### src/rtl/fpmul_norm_ctrl.sv
// fpmul_norm_ctrl: normalize/round sequencing controller for the FP32
// multiplier back end. Takes the raw 48-bit mantissa product, biased exponent
// sum and sign, normalizes with a leading-zero count and left shift, rounds to
// nearest-even, re-normalizes on rounding carry, and packs an IEEE-754 single.
// Overflow saturates to Inf; underflow flushes to signed zero.
// Optional macro FPMUL_STATUS_EN adds o_flags = {inexact, overflow, underflow, zero}.
module fpmul_norm_ctrl #(
    parameter int MAN_W = 23,
    parameter int EXP_W = 10,
    parameter int EMAX  = 255
) (
    input  logic                     i_clk,
    input  logic                     i_rst,
    input  logic                     i_valid,
    output logic                     o_ready,
    input  logic [2*(MAN_W+1)-1:0]   i_prod,
    input  logic [EXP_W-1:0]         i_exp,
    input  logic                     i_sign,
    output logic                     o_valid,
    input  logic                     i_ready,
    output logic [31:0]              o_result
`ifdef FPMUL_STATUS_EN
    ,
    output logic [3:0]               o_flags
`endif
);

    localparam int PW    = 2 * (MAN_W + 1);
    localparam int CNT_W = $clog2(PW + 1);
    localparam logic [EXP_W-1:0] EMAX_V   = EXP_W'(EMAX);
    localparam logic [EXP_W-1:0] EXP_ZERO = '0;

    typedef enum logic [2:0] {IDLE, NORM, ROUND, RENORM, DONE} state_t;

    state_t             state, state_d;
    logic [PW-1:0]      prod_q;
    logic [EXP_W-1:0]   exp_q;
    logic               sign_q;
    logic               zero_q;
    logic               accept;
    logic               load_res;
    logic [CNT_W-1:0]   cnt;
    logic [MAN_W-1:0]   man_w;
    logic [MAN_W-1:0]   man_rnd;
    logic               guard_b;
    logic               sticky_b;
    logic               round_up;
    logic               carry;
    logic [EXP_W-1:0]   fin_exp;
    logic [MAN_W-1:0]   fin_man;
    logic               ovf;
    logic               unf;
    logic [31:0]        res_d;
`ifdef FPMUL_STATUS_EN
    logic               gs_q;
    logic               fin_inexact;
    logic [3:0]         flags_d;
`endif

    // Leading-zero count; the highest set bit is the last one the loop sees.
    function automatic logic [CNT_W-1:0] lzc(input logic [PW-1:0] v);
        lzc = CNT_W'(PW);
        for (int i = 0; i < PW; i++) begin
            if (v[i]) lzc = CNT_W'(PW - 1 - i);
        end
    endfunction

    assign o_ready  = (state == IDLE);
    assign accept   = i_valid && o_ready;
    assign cnt      = lzc(prod_q);

    // Rounding fields taken from the normalized product (leading one at bit PW-1).
    assign man_w    = prod_q[PW-2 -: MAN_W];
    assign guard_b  = prod_q[PW-2-MAN_W];
    assign sticky_b = |prod_q[PW-3-MAN_W:0];
    assign round_up = guard_b & (sticky_b | man_w[0]);
    assign man_rnd  = man_w + MAN_W'(round_up);
    assign carry    = round_up & (&man_w);

    // State register.
    // NOTE: sequential state uses non-blocking assignments so every flop samples pre-edge values.
    always_ff @(posedge i_clk or posedge i_rst) begin
        if (i_rst) state <= IDLE;
        else       state <= state_d;
    end

    // Next-state logic and selection of the final exponent/mantissa to pack.
    // NOTE: every output of this block gets a default first so no path infers a latch.
    always_comb begin
        state_d  = state;
        load_res = 1'b0;
        fin_exp  = exp_q;
        fin_man  = man_rnd;
`ifdef FPMUL_STATUS_EN
        fin_inexact = guard_b | sticky_b;
`endif
        unique case (state)
            IDLE:   if (accept) state_d = NORM;
            NORM:   state_d = ROUND;
            ROUND: begin
                if (carry) begin
                    state_d = RENORM;
                end else begin
                    state_d  = DONE;
                    load_res = 1'b1;
                end
            end
            RENORM: begin
                state_d  = DONE;
                load_res = 1'b1;
                fin_exp  = exp_q + EXP_W'(1);
                fin_man  = '0;
`ifdef FPMUL_STATUS_EN
                fin_inexact = gs_q;
`endif
            end
            DONE:   if (o_valid && i_ready) state_d = IDLE;
            default: state_d = IDLE;
        endcase
    end

    // Result packing: zero, then overflow to Inf, then flush, then normal.
    always_comb begin
        ovf = !zero_q && ($signed(fin_exp) >= $signed(EMAX_V));
        unf = !zero_q && !ovf && ($signed(fin_exp) <= $signed(EXP_ZERO));
        if (zero_q)   res_d = {sign_q, 31'b0};
        else if (ovf) res_d = {sign_q, 8'hFF, 23'b0};
        else if (unf) res_d = {sign_q, 31'b0};
        else          res_d = {sign_q, fin_exp[7:0], fin_man};
`ifdef FPMUL_STATUS_EN
        flags_d = {fin_inexact | ovf | unf, ovf, unf, zero_q};
`endif
    end

    // Datapath registers and the registered output handshake.
    // NOTE: datapath registers reset too, so no stale operand is visible after an abort.
    always_ff @(posedge i_clk or posedge i_rst) begin
        if (i_rst) begin
            prod_q   <= '0;
            exp_q    <= '0;
            sign_q   <= 1'b0;
            zero_q   <= 1'b0;
            o_result <= '0;
            o_valid  <= 1'b0;
`ifdef FPMUL_STATUS_EN
            gs_q     <= 1'b0;
            o_flags  <= '0;
`endif
        end else begin
            if (accept) begin
                prod_q <= i_prod;
                exp_q  <= i_exp;
                sign_q <= i_sign;
            end
            if (state == NORM) begin
                prod_q <= prod_q << cnt;
                exp_q  <= exp_q + EXP_W'(1) - EXP_W'(cnt);
                zero_q <= (cnt == CNT_W'(PW));
            end
`ifdef FPMUL_STATUS_EN
            if (state == ROUND) gs_q <= guard_b | sticky_b;
`endif
            if (load_res) begin
                o_result <= res_d;
                o_valid  <= 1'b1;
`ifdef FPMUL_STATUS_EN
                o_flags  <= flags_d;
`endif
            end else if (o_valid && i_ready) begin
                o_valid  <= 1'b0;
            end
        end
    end

endmodule

### config.mk
export PLATFORM = sky130hd
export DESIGN_NAME = fpmul_norm_ctrl
export DESIGN_NICKNAME = d
export VERILOG_FILES = /design/src/rtl/fpmul_norm_ctrl.sv
export SDC_FILE = /design/constraint.sdc
export NUM_CORES = 1
export LEC_CHECK = 0
export BUFFER_PORTS_ARGS = -buffer_cell sky130_fd_sc_hd__buf_2
export CAP_MARGIN = 20
export CORE_MARGIN = 1
export CORE_UTILIZATION = 45
export CTS_BUF_LIST = sky130_fd_sc_hd__clkbuf_16
export DETAILED_ROUTE_END_ITERATION = 10
export GPL_ROUTABILITY_DRIVEN = 1
export GPL_TIMING_DRIVEN = 1
export REMOVE_ABC_BUFFERS = 1
export SETUP_SLACK_MARGIN = 0.1
export SYNTH_ARGS = -nofsm -noshare
export SYNTH_HDL_FRONTEND = slang
export SYNTH_SLANG_ARGS = --single-unit
### constraint.sdc
create_clock -name i_clk -period 5.7 [get_ports i_clk]
set_input_delay 1.14 -clock i_clk [delete_from_list [all_inputs] [get_ports i_clk]]
set_output_delay 1.14 -clock i_clk [all_outputs]
set_load 0.005 [all_outputs]
## Word-level counts from Yosys, hierarchy flattened

Index checks and enable logic that the tools add are counted.
W data, S select, Z words.

| word-level totals | value |
|---|---|
| flip-flop bits (word level) | 96 |
| input bits | 63 |
| output and inout port bits | 34 |
| word-level logic and storage cells | 101 |

| cells by class | value |
|---|---|
| $add $sub $neg | 3 |
| $lt $le $gt $ge | 2 |
| equal/unequal tests | 7 |
| shift operators | 1 |
| muxes and demuxes | 65 |
| bitwise logic cells | 3 |
| reduce and logical (&&, ||, !) cells | 13 |

Operators by type and width:

| operator | count |
|---|---|
| $mux W6 | 47 |
| $mux W48 | 2 |
| $mux W31 | 3 |
| $shl A48 B6 Y48 | 1 |
| $mux W10 | 3 |
| $add A23 B1 Y23 | 1 |
| $mux W23 | 1 |
| $reduce_and A23 Y1 | 1 |
| $reduce_or A23 Y1 | 1 |
| $pmux W3 S5 | 1 |
| $add A10 B1 Y10 const B | 1 |
| $ge A10 B9 Y1 const B | 1 |
| $le A10 B1 Y1 const B | 1 |
| $sub A10 B6 Y10 | 1 |
| $mux W3 | 3 |
| $eq A3 B2 Y1 const B | 2 |
| $eq A6 B6 Y1 const B | 1 |
| $logic_and A1 B1 Y1 | 5 |
| $mux W5 | 1 |
| $reduce_bool A2 Y1 | 2 |
| $eq A3 B1 Y1 const B | 1 |
| $eq A3 B3 Y1 const B | 1 |
| $logic_not A3 Y1 | 1 |
| $mux W1 | 3 |
| 7 further kinds | 9 |

## Depth between registers and ports, before layout

Gate-level depths: netlist of the first run.

| depth | value |
|---|---|
| depth in word-level cells | 50 |
| mapped depth | 22 |
| depth with buffers taken out | 18 |

## Worst setup path after synthesis of the first run

No wires, ideal clock.

| timing path | value |
|---|---|
| path type | reg2reg |
| start point | register prod_q[15] |
| end point | register exp_q[8] |
| setup time | 0.123 ns |
| arrival time | 4.002 ns |
| required time | 5.577 ns |
| setup slack | 1.574 ns |
| cell stages (with the launch flop) | 23 |
| buffers on the path | 4 |
| period minus slack after synthesis | 4.126 ns |
| cell sequence | dfrtp_1 clkbuf_1 or3_1 a221oi_1 o21ai_0 o2111a_1 o211a_1 buf_2 inv_1 buf_1 clkbuf_1 ha_1 fa_1 nor2b_1 o21ai_0 nand2b_1 a21o_1 a21o_1 or4_1 o21ai_0 nand3_1 o21ai_0 a21oi_1 |

| between the ends | value |
|---|---|
| word-level cells in the longest chain between the ends | 35 |

RTL lines:

| item | RTL line | source |
|---|---|---|
| from (decl) | 36 | `logic [PW-1:0] prod_q;` |
| from (signal assigned) | 151 | `prod_q <= i_prod;` |
| from (signal assigned) | 156 | `prod_q <= prod_q << cnt;` |
| $mux W6 (33 in series) | 64 | `if (v[i]) lzc = CNT_W'(PW - 1 - i);` |
| $sub A10 B6 Y10 | 157 | `exp_q <= exp_q + EXP_W'(1) - EXP_W'(cnt);` |
| $mux W10 | 155 | `if (state == NORM) begin` |
| to (signal assigned) | 152 | `exp_q <= i_exp;` |
| to (signal assigned) | 157 |  |
| to (decl) | 37 | `logic [EXP_W-1:0] exp_q;` |

Every way passes these cells.
A chain may end at the register's enable or synchronous reset.

## Worst setup path in the final report of the first run

| timing path | value |
|---|---|
| start point | register prod_q[42] |
| end point | register exp_q[9] |

| between the ends | value |
|---|---|
| word-level cells in the longest chain between the ends | 8 |

RTL lines:

| item | RTL line |
|---|---|
| $mux W6 (6 in series) | 64 |
| $sub A10 B6 Y10 | 157 |
| $mux W10 | 155 |

Every way passes these cells.

==> impl_metrics.yaml, run 1 <==
final_layout:
  drive_above_1_share_pct: 16.3
  final_util_pct: 51.1
  final_cell_mix: "178 x nand2_1, 113 x nor2_1, 96 x dfrtp_1, 96 x buf_2, 86 x o21ai_0"
  fin_nets: 1327
  synthToLayoutAreaGrowth_pct: 9.97
  final_common_cell: "nand2_1"
pwr:
  p_total_mw: 6.96
  peakVddDrop_mv: 0.288
  pwr_density_cell_mw_per_mm2: 692
  p_leak_nw: 4.35
worst_hold_path:
  hp-start: "o_result[20]"
  hold_end: "o_result[20]"
  holdPathStages: 2
  holdCritPathClass: "register to register"
sta:
  hold_viol: 0
  max_slew_margin_pct: 26.2
  skew_ps: 12.5
  setup_viol: 0
  fin_crit_sh_pct: 84.7
  rsz0062_at_grt: "no"
  period_needed_ps: 4830
  layout_setup_ws_ps: 874
  tns_ps: 0
  finalMaxSlewViolations: 0
  hold_slack_ps: 475
  fmax_mhz: 207
  worst_slew_pin_slew_ps: 1100
floorplanning:
  die_w_um: 144
  row_count: 51
  boundaryPins: 97
  die-area_mm2: 0.0209
  fp.dieH_um: 144
  initial_utilization_pct: 46.5
  coreArea_mm2: 0.0197
worst_setup_path:
  arrival_ps: 5120
  path_max_fanout: 14
  cp-start-kind: "register"
  cp-end-kind: "register"
  cp_slowest_cell: "nor2_1"
  reg2reg_from: "prod_q[42]"
  crit_chain: "nor4_2, and2_1, nand3_1, buf_4, nor2_1, inv_1, ha_1, o21ai_0, nand2_1, mux2_2, a31oi_1, o21ai_0, a21oi_1"
  r2r_cells: 13
  cpMostUsedCell: "o21ai_0"
  r2r-end: "exp_q[9]"
  max_stage_delay_ps: 730
  required_ps: 6000
  cp_top_family: "simple AND/OR/NAND/NOR gates"
  cp.buffers_inverters: 2
  r2r_setup_slack_ps: 870
  crit_type: "register to register"
drt:
  drc: 0
  vias_per_cell: 6.65
  wire_per_inst_um: 24.8
  finalWirelength_mm: 37.8
  dr.first_iter.drc_count: 1492
  vias: 10100
  route.antenna.remaining_nets: 0
  first_pass_iters: 6
grt:
  grt_max_degree: 58
  track_usage_pct: 36.4
  grt_overflow_total: 0
  grt_antenna_before_repair: 2
  grt_first_pass_wirelength_mm: 56.1
  grt_pass1_vias: 9119
clock_tree:
  path_clk_slew_ps: 80
  post_cts_resized: 0
  cts_made_buffers: 9
  ctsHoldBuffers: 0
  clock_latency_ps: 370
  post-cts-setup-buffers: 0
  clockRootBuffer: "clkbuf_16"
  cts_sinks: 96
  cts_tree: "done"
  cts.path.max_buffers: 2
  h-tree-depth: 3
yosys:
  synth_edf_count: 0
  avgSynthCellArea_um2: 7.48
  synth_cells: 1222
  yosysWarningCount: 0
  ys_seq_area_share_pct: 26.3
  ys.flop_type: "dfrtp_1"
  synth-seq-cells: 96
  yosys.area.top_type: "dfrtp_1"
  synth_top_area_share_pct: 26.3
  synth.cell_area_mm2: 0.00914
  synthTopCellsByArea: "dfrtp_1 26%, mux2i_1 7.4%, nand2_1 7.3%"
  async_flop_share_pct: 100
  synthDistinctLibCells: 83
outcome:
  outcome: "finished clean"
placement:
  gp_congestion: 0.991
  portBuffers: 96
  pre_cts_slack_ps: 1170
  dp.final_hpwl_mm: 27.5
run:
  maxCapViolCount: 0
==> routing by layer <==
metal / share of wire [%] / global-route usage [%] / wire length, µm / vias to the layer above
met5: 0.032 / 0 / 12 / -
met4: 3.7 / 14.5 / 1400 / 2
met3: 12 / 9.34 / 4430 / 115
met2: 41 / 51.9 / 15600 / 644
met1: 43 / 51.6 / 16400 / 4844
li1: - / - / - / 4542
==> stage by stage <==
step                area, µm²  std cells
CTS                     10000       1525
detailed placement       9760       1509
global route            10000       1525
floorplan                8670       1116
global placement         9760       1509
finish                  10000       1526
==> sequential cells by signal (all words and copies together) (netlist names) <==
register,cells
o_valid,1
sign_q,1
exp_q,10
zero_q,1
state,3
prod_q,48
o_result,32
==> power breakdown <==
part	internal [mW]	switching, mW	leakage (nW)	total, mW
registers	0.987	0.634	1.19	1.62
clock network	0.306	0.327	0.141	0.633
logic	1.74	2.96	3.02	4.70
==> layout make-up <==
| cell class | instances | area, µm² |
|---|---|---|
| fill | 1997 | 9610 |
| multi-input combinational | 987 | 6170 |
| sequential | 96 | 2400 |
| timing repair buffer | 128 | 733 |
| tap | 265 | 332 |
| clock buffer | 9 | 225 |
| inverter | 33 | 129 |
| clock inverter | 7 | 58.8 |
| antenna | 1 | 2.50 |
==> worst max path at each step <==
stage / startpoint / to / slack (ps) / depth (start not counted)
2_1_floorplan: i_valid / exp_q[9] / -250 / 5
3_3_place_gp: prod_q[42] / exp_q[9] / 1140 / 13
3_5_place_dp: prod_q[42] / exp_q[9] / 1170 / 13
4_1_cts: prod_q[42] / exp_q[9] / 1120 / 13
5_1_grt: prod_q[42] / exp_q[9] / 670 / 13
6_report: prod_q[42] / exp_q[9] / 870 / 13
==> worst min-delay path, delay by kind of cell (launching register included) <==
kind	cells	cell delay [ps]
DFF	1	340
AOI/OAI and AO/OA	1	60
and+or+nand+nor	1	40
==> synthesized netlist by cell type (all sizes together), types with 22 or more instances <==
library cell / n
nor2: 116
a31oi: 27
nand2: 178
dfrtp: 96
inv: 33
mux2i: 68
xnor2: 22
o21ai: 115
nand3: 50
clkbuf: 71
a21oi: 66
mux2: 27
buf: 35
nor3: 22
==> cell families (layout without fill, tap and decap cells) <==
group	Yosys count	in the layout	synth area share, %
AO/OA/AOI/OAI	388	388	28.2
XOR/XNOR	39	39	3.74
adder cells (fa/ha/maj)	9	9	1.31
buffers and inverters	139	177	6.48
flip-flops	96	96	26.3
multiplexers	96	96	11.1
other	0	1	0
AND/OR/NAND/NOR	455	455	22.8
Power figures use the tool's default switching activity.
==> inputs of run 2 (changes only) <==
--- a/config.mk
+++ b/config.mk
@@ -5,6 +5,7 @@
 export SDC_FILE = /design/constraint.sdc
 export NUM_CORES = 1
 export LEC_CHECK = 0
+export ABC_AREA = 1
 export BUFFER_PORTS_ARGS = -buffer_cell sky130_fd_sc_hd__buf_2
 export CAP_MARGIN = 20
 export CORE_MARGIN = 1
==> constraint.sdc (replaced) <==
create_clock -name i_clk -period 4.6 [get_ports i_clk]
set_input_delay 0.92 -clock i_clk [delete_from_list [all_inputs] [get_ports i_clk]]
set_output_delay 0.92 -clock i_clk [all_outputs]
set_load 0.005 [all_outputs]
==> impl_metrics.yaml, run 2 <==
outcome:
  outcome: "finished, violations left"
  violations: "design-rule violations"
clock_tree:
  path_clk_slew_ps: 70
  clockRootBuffer: "clkbuf_16"
  cts_made_buffers: 9
  cts.path.max_buffers: 2
  ctsHoldBuffers: 0
  h-tree-depth: 3
  cts_sinks: 96
  cts_tree: "done"
  clock_latency_ps: 360
yosys:
  ys.flop_type: "dfrtp_1"
  synth_common_cells: "373 x nand2_1, 309 x nand3_1, 119 x inv_1, 117 x o21ai_0, 96 x dfrtp_1"
  synth.cell_area_mm2: 0.00858
  async_flop_share_pct: 100
  yosysMostFrequentCell: "nand2_1"
  ys_seq_area_share_pct: 28.0
  yosys.area.top_type: "dfrtp_1"
  yosysWarningCount: 0
  synth_edf_count: 0
  synth-seq-cells: 96
  synthDistinctLibCells: 44
  synth_top_area_share_pct: 28.0
  synthTopCellsByArea: "dfrtp_1 28%, nand3_1 18%, nand2_1 16%"
  synth_cells: 1397
  avgSynthCellArea_um2: 6.14
placement:
  portBuffers: 96
  placed_cells: 1677
  gp_congestion: 0.984
  dp.final_hpwl_mm: 23.5
sta:
  rsz0062_at_grt: "yes"
  max_slew_margin_pct: 38.6
  fmax_mhz: 228
  period_needed_ps: 4390
  worst_slew_pin_slew_ps: 919
  tns_ps: 0
  hold_slack_ps: 465
  skew_ps: 11.9
  setup_viol: 0
  finalMaxSlewViolations: 0
  fin_crit_sh_pct: 95.5
  hold_viol: 0
worst_setup_path:
  path_max_fanout: 3
  arrival_ps: 4630
  max_stage_delay_ps: 370
  required_ps: 4840
  cp_slowest_cell: "fa_2"
  crit_type: "register to register"
  cpMostUsedCell: "nand2_1"
  cp-start-kind: "register"
  cp-end-kind: "register"
final_layout:
  final_util_pct: 53.3
  final_common_cell: "nand2_1"
  final_cell_mix: "365 x nand2_1, 291 x nand3_1, 115 x inv_1"
  largest_reg_flops: 48
  fillCellCount: 2006
  final_cells: 1704
  n_antenna_cell: 0
  reg_top3: "prod_q (48), o_result (32), exp_q (10)"
  drive_above_1_share_pct: 14.7
  fin_nets: 1537
  synthToLayoutAreaGrowth_pct: 16.2
  largest-register: "prod_q"
floorplanning:
  boundaryPins: 97
  die_w_um: 140
  row_count: 50
  coreArea_mm2: 0.0187
  initial_utilization_pct: 45.9
  die-area_mm2: 0.0196
  fp.dieH_um: 140
grt:
  grt_max_degree: 80
  grt_antenna_before_repair: 0
  grt_overflow_total: 0
  grt_pass1_vias: 9135
  grt_first_pass_wirelength_mm: 50.4
  track_usage_pct: 33.0
pwr:
  p_leak_nw: 4.96
  pwr_density_cell_mw_per_mm2: 896
  peakVddDrop_mv: 0.336
  p_total_mw: 8.94
drt:
  route.antenna.remaining_nets: 0
  vias_per_cell: 5.89
  finalWirelength_mm: 32.5
  first_pass_iters: 9
  dr.first_iter.drc_count: 992
  drc: 1
  wire_per_inst_um: 19.1
  vias: 10000
run:
  maxCapViolCount: 0
worst_hold_path:
  holdCritPathClass: "input pin to async pin"
run 2: changes by cell type in the layout (fill, tap and decap cells not counted), moves of 32 or more:
cell,delta
mux2i_1,-68
nand2_1,+187
nor2_1,-32
inv_1,+87
nand3_1,+241
run 2: worst max-delay path, delay by kind of cell (launching register included):
kind | cells | cell delay [ps]
simple gates | 47 | 2690
compound gates | 6 | 550
fa+ha+maj | 2 | 540
flops | 1 | 360
buf+inv | 2 | 130
run 2: worst paths after layout:
| path | startpoint | endpoint | slack (ps) | depth (start not counted) |
|---|---|---|---|---|
| setup reg to reg | prod_q[1] | exp_q[8] | 210 | 57 |
| setup / recovery | prod_q[1] | exp_q[8] | 210 | 57 |
| max in group asynchronous | i_rst | prod_q[21] | 3240 | 4 |
| hold / removal | i_rst | o_result[25] | 460 | 2 |
| hold reg to reg | o_result[18] | o_result[18] | 480 | 2 |
| min in group i_clk | o_result[18] | o_result[18] | 480 | 2 |
run 2: per-layer routing:
layer / GRT usage, % / part of all wire [%] / wire length (µm) / up-vias
li1: - / - / - / 4888
met1: 44.3 / 44 / 14400 / 4688
met2: 55.0 / 47 / 15300 / 400
met3: 3.73 / 5.7 / 1840 / 57
met4: 11.4 / 3.0 / 971 / 0
met5: 0 / 0 / 0 / -
run 2: cell families (layout without fill, tap and decap cells):
group           after synthesis  count (layout)  share of synthesized area, %
flops                        96              96                          28.0
xor+xnor                     18              18                          1.84
simple gates                839             839                          43.5
buf+inv                     207             280                          9.81
compound gates              228             228                          15.4
fa+ha+maj                     9               9                          1.40
run 2: what timing repair did:
action	4_1_cts	5_1_grt
setup endpoints to repair	2	50
setup buffers	1	7
gates resized for setup	0	57
gates cloned	0	2
pin swaps	0	19
run 2: area by class of cell:
type / instances / area (µm²) / share of cell area, %
multi-input combinational: 1094 / 5560 / 55.7
clock inverter: 7 / 116 / 1.17
inverter: 125 / 472 / 4.73
tap: 234 / 293 / 2.94
timing repair buffer: 139 / 908 / 9.11
clock buffer: 9 / 225 / 2.26
sequential: 96 / 2400 / 24.1
run 2: power by group:
group | internal (mW) | switching [mW]
Clock | 0.534 | 0.362
Sequential | 1.25 | 0.448
Combinational | 2.17 | 4.18
run 2: through the flow:
step           worst slack [ps]  cell area, µm²
2_1_floorplan             -1360            8210
3_3_place_gp                123            9300
3_5_place_dp                112            9300
4_1_cts                     102            9650
5_1_grt                    -251            9970
6_report                    205            9970
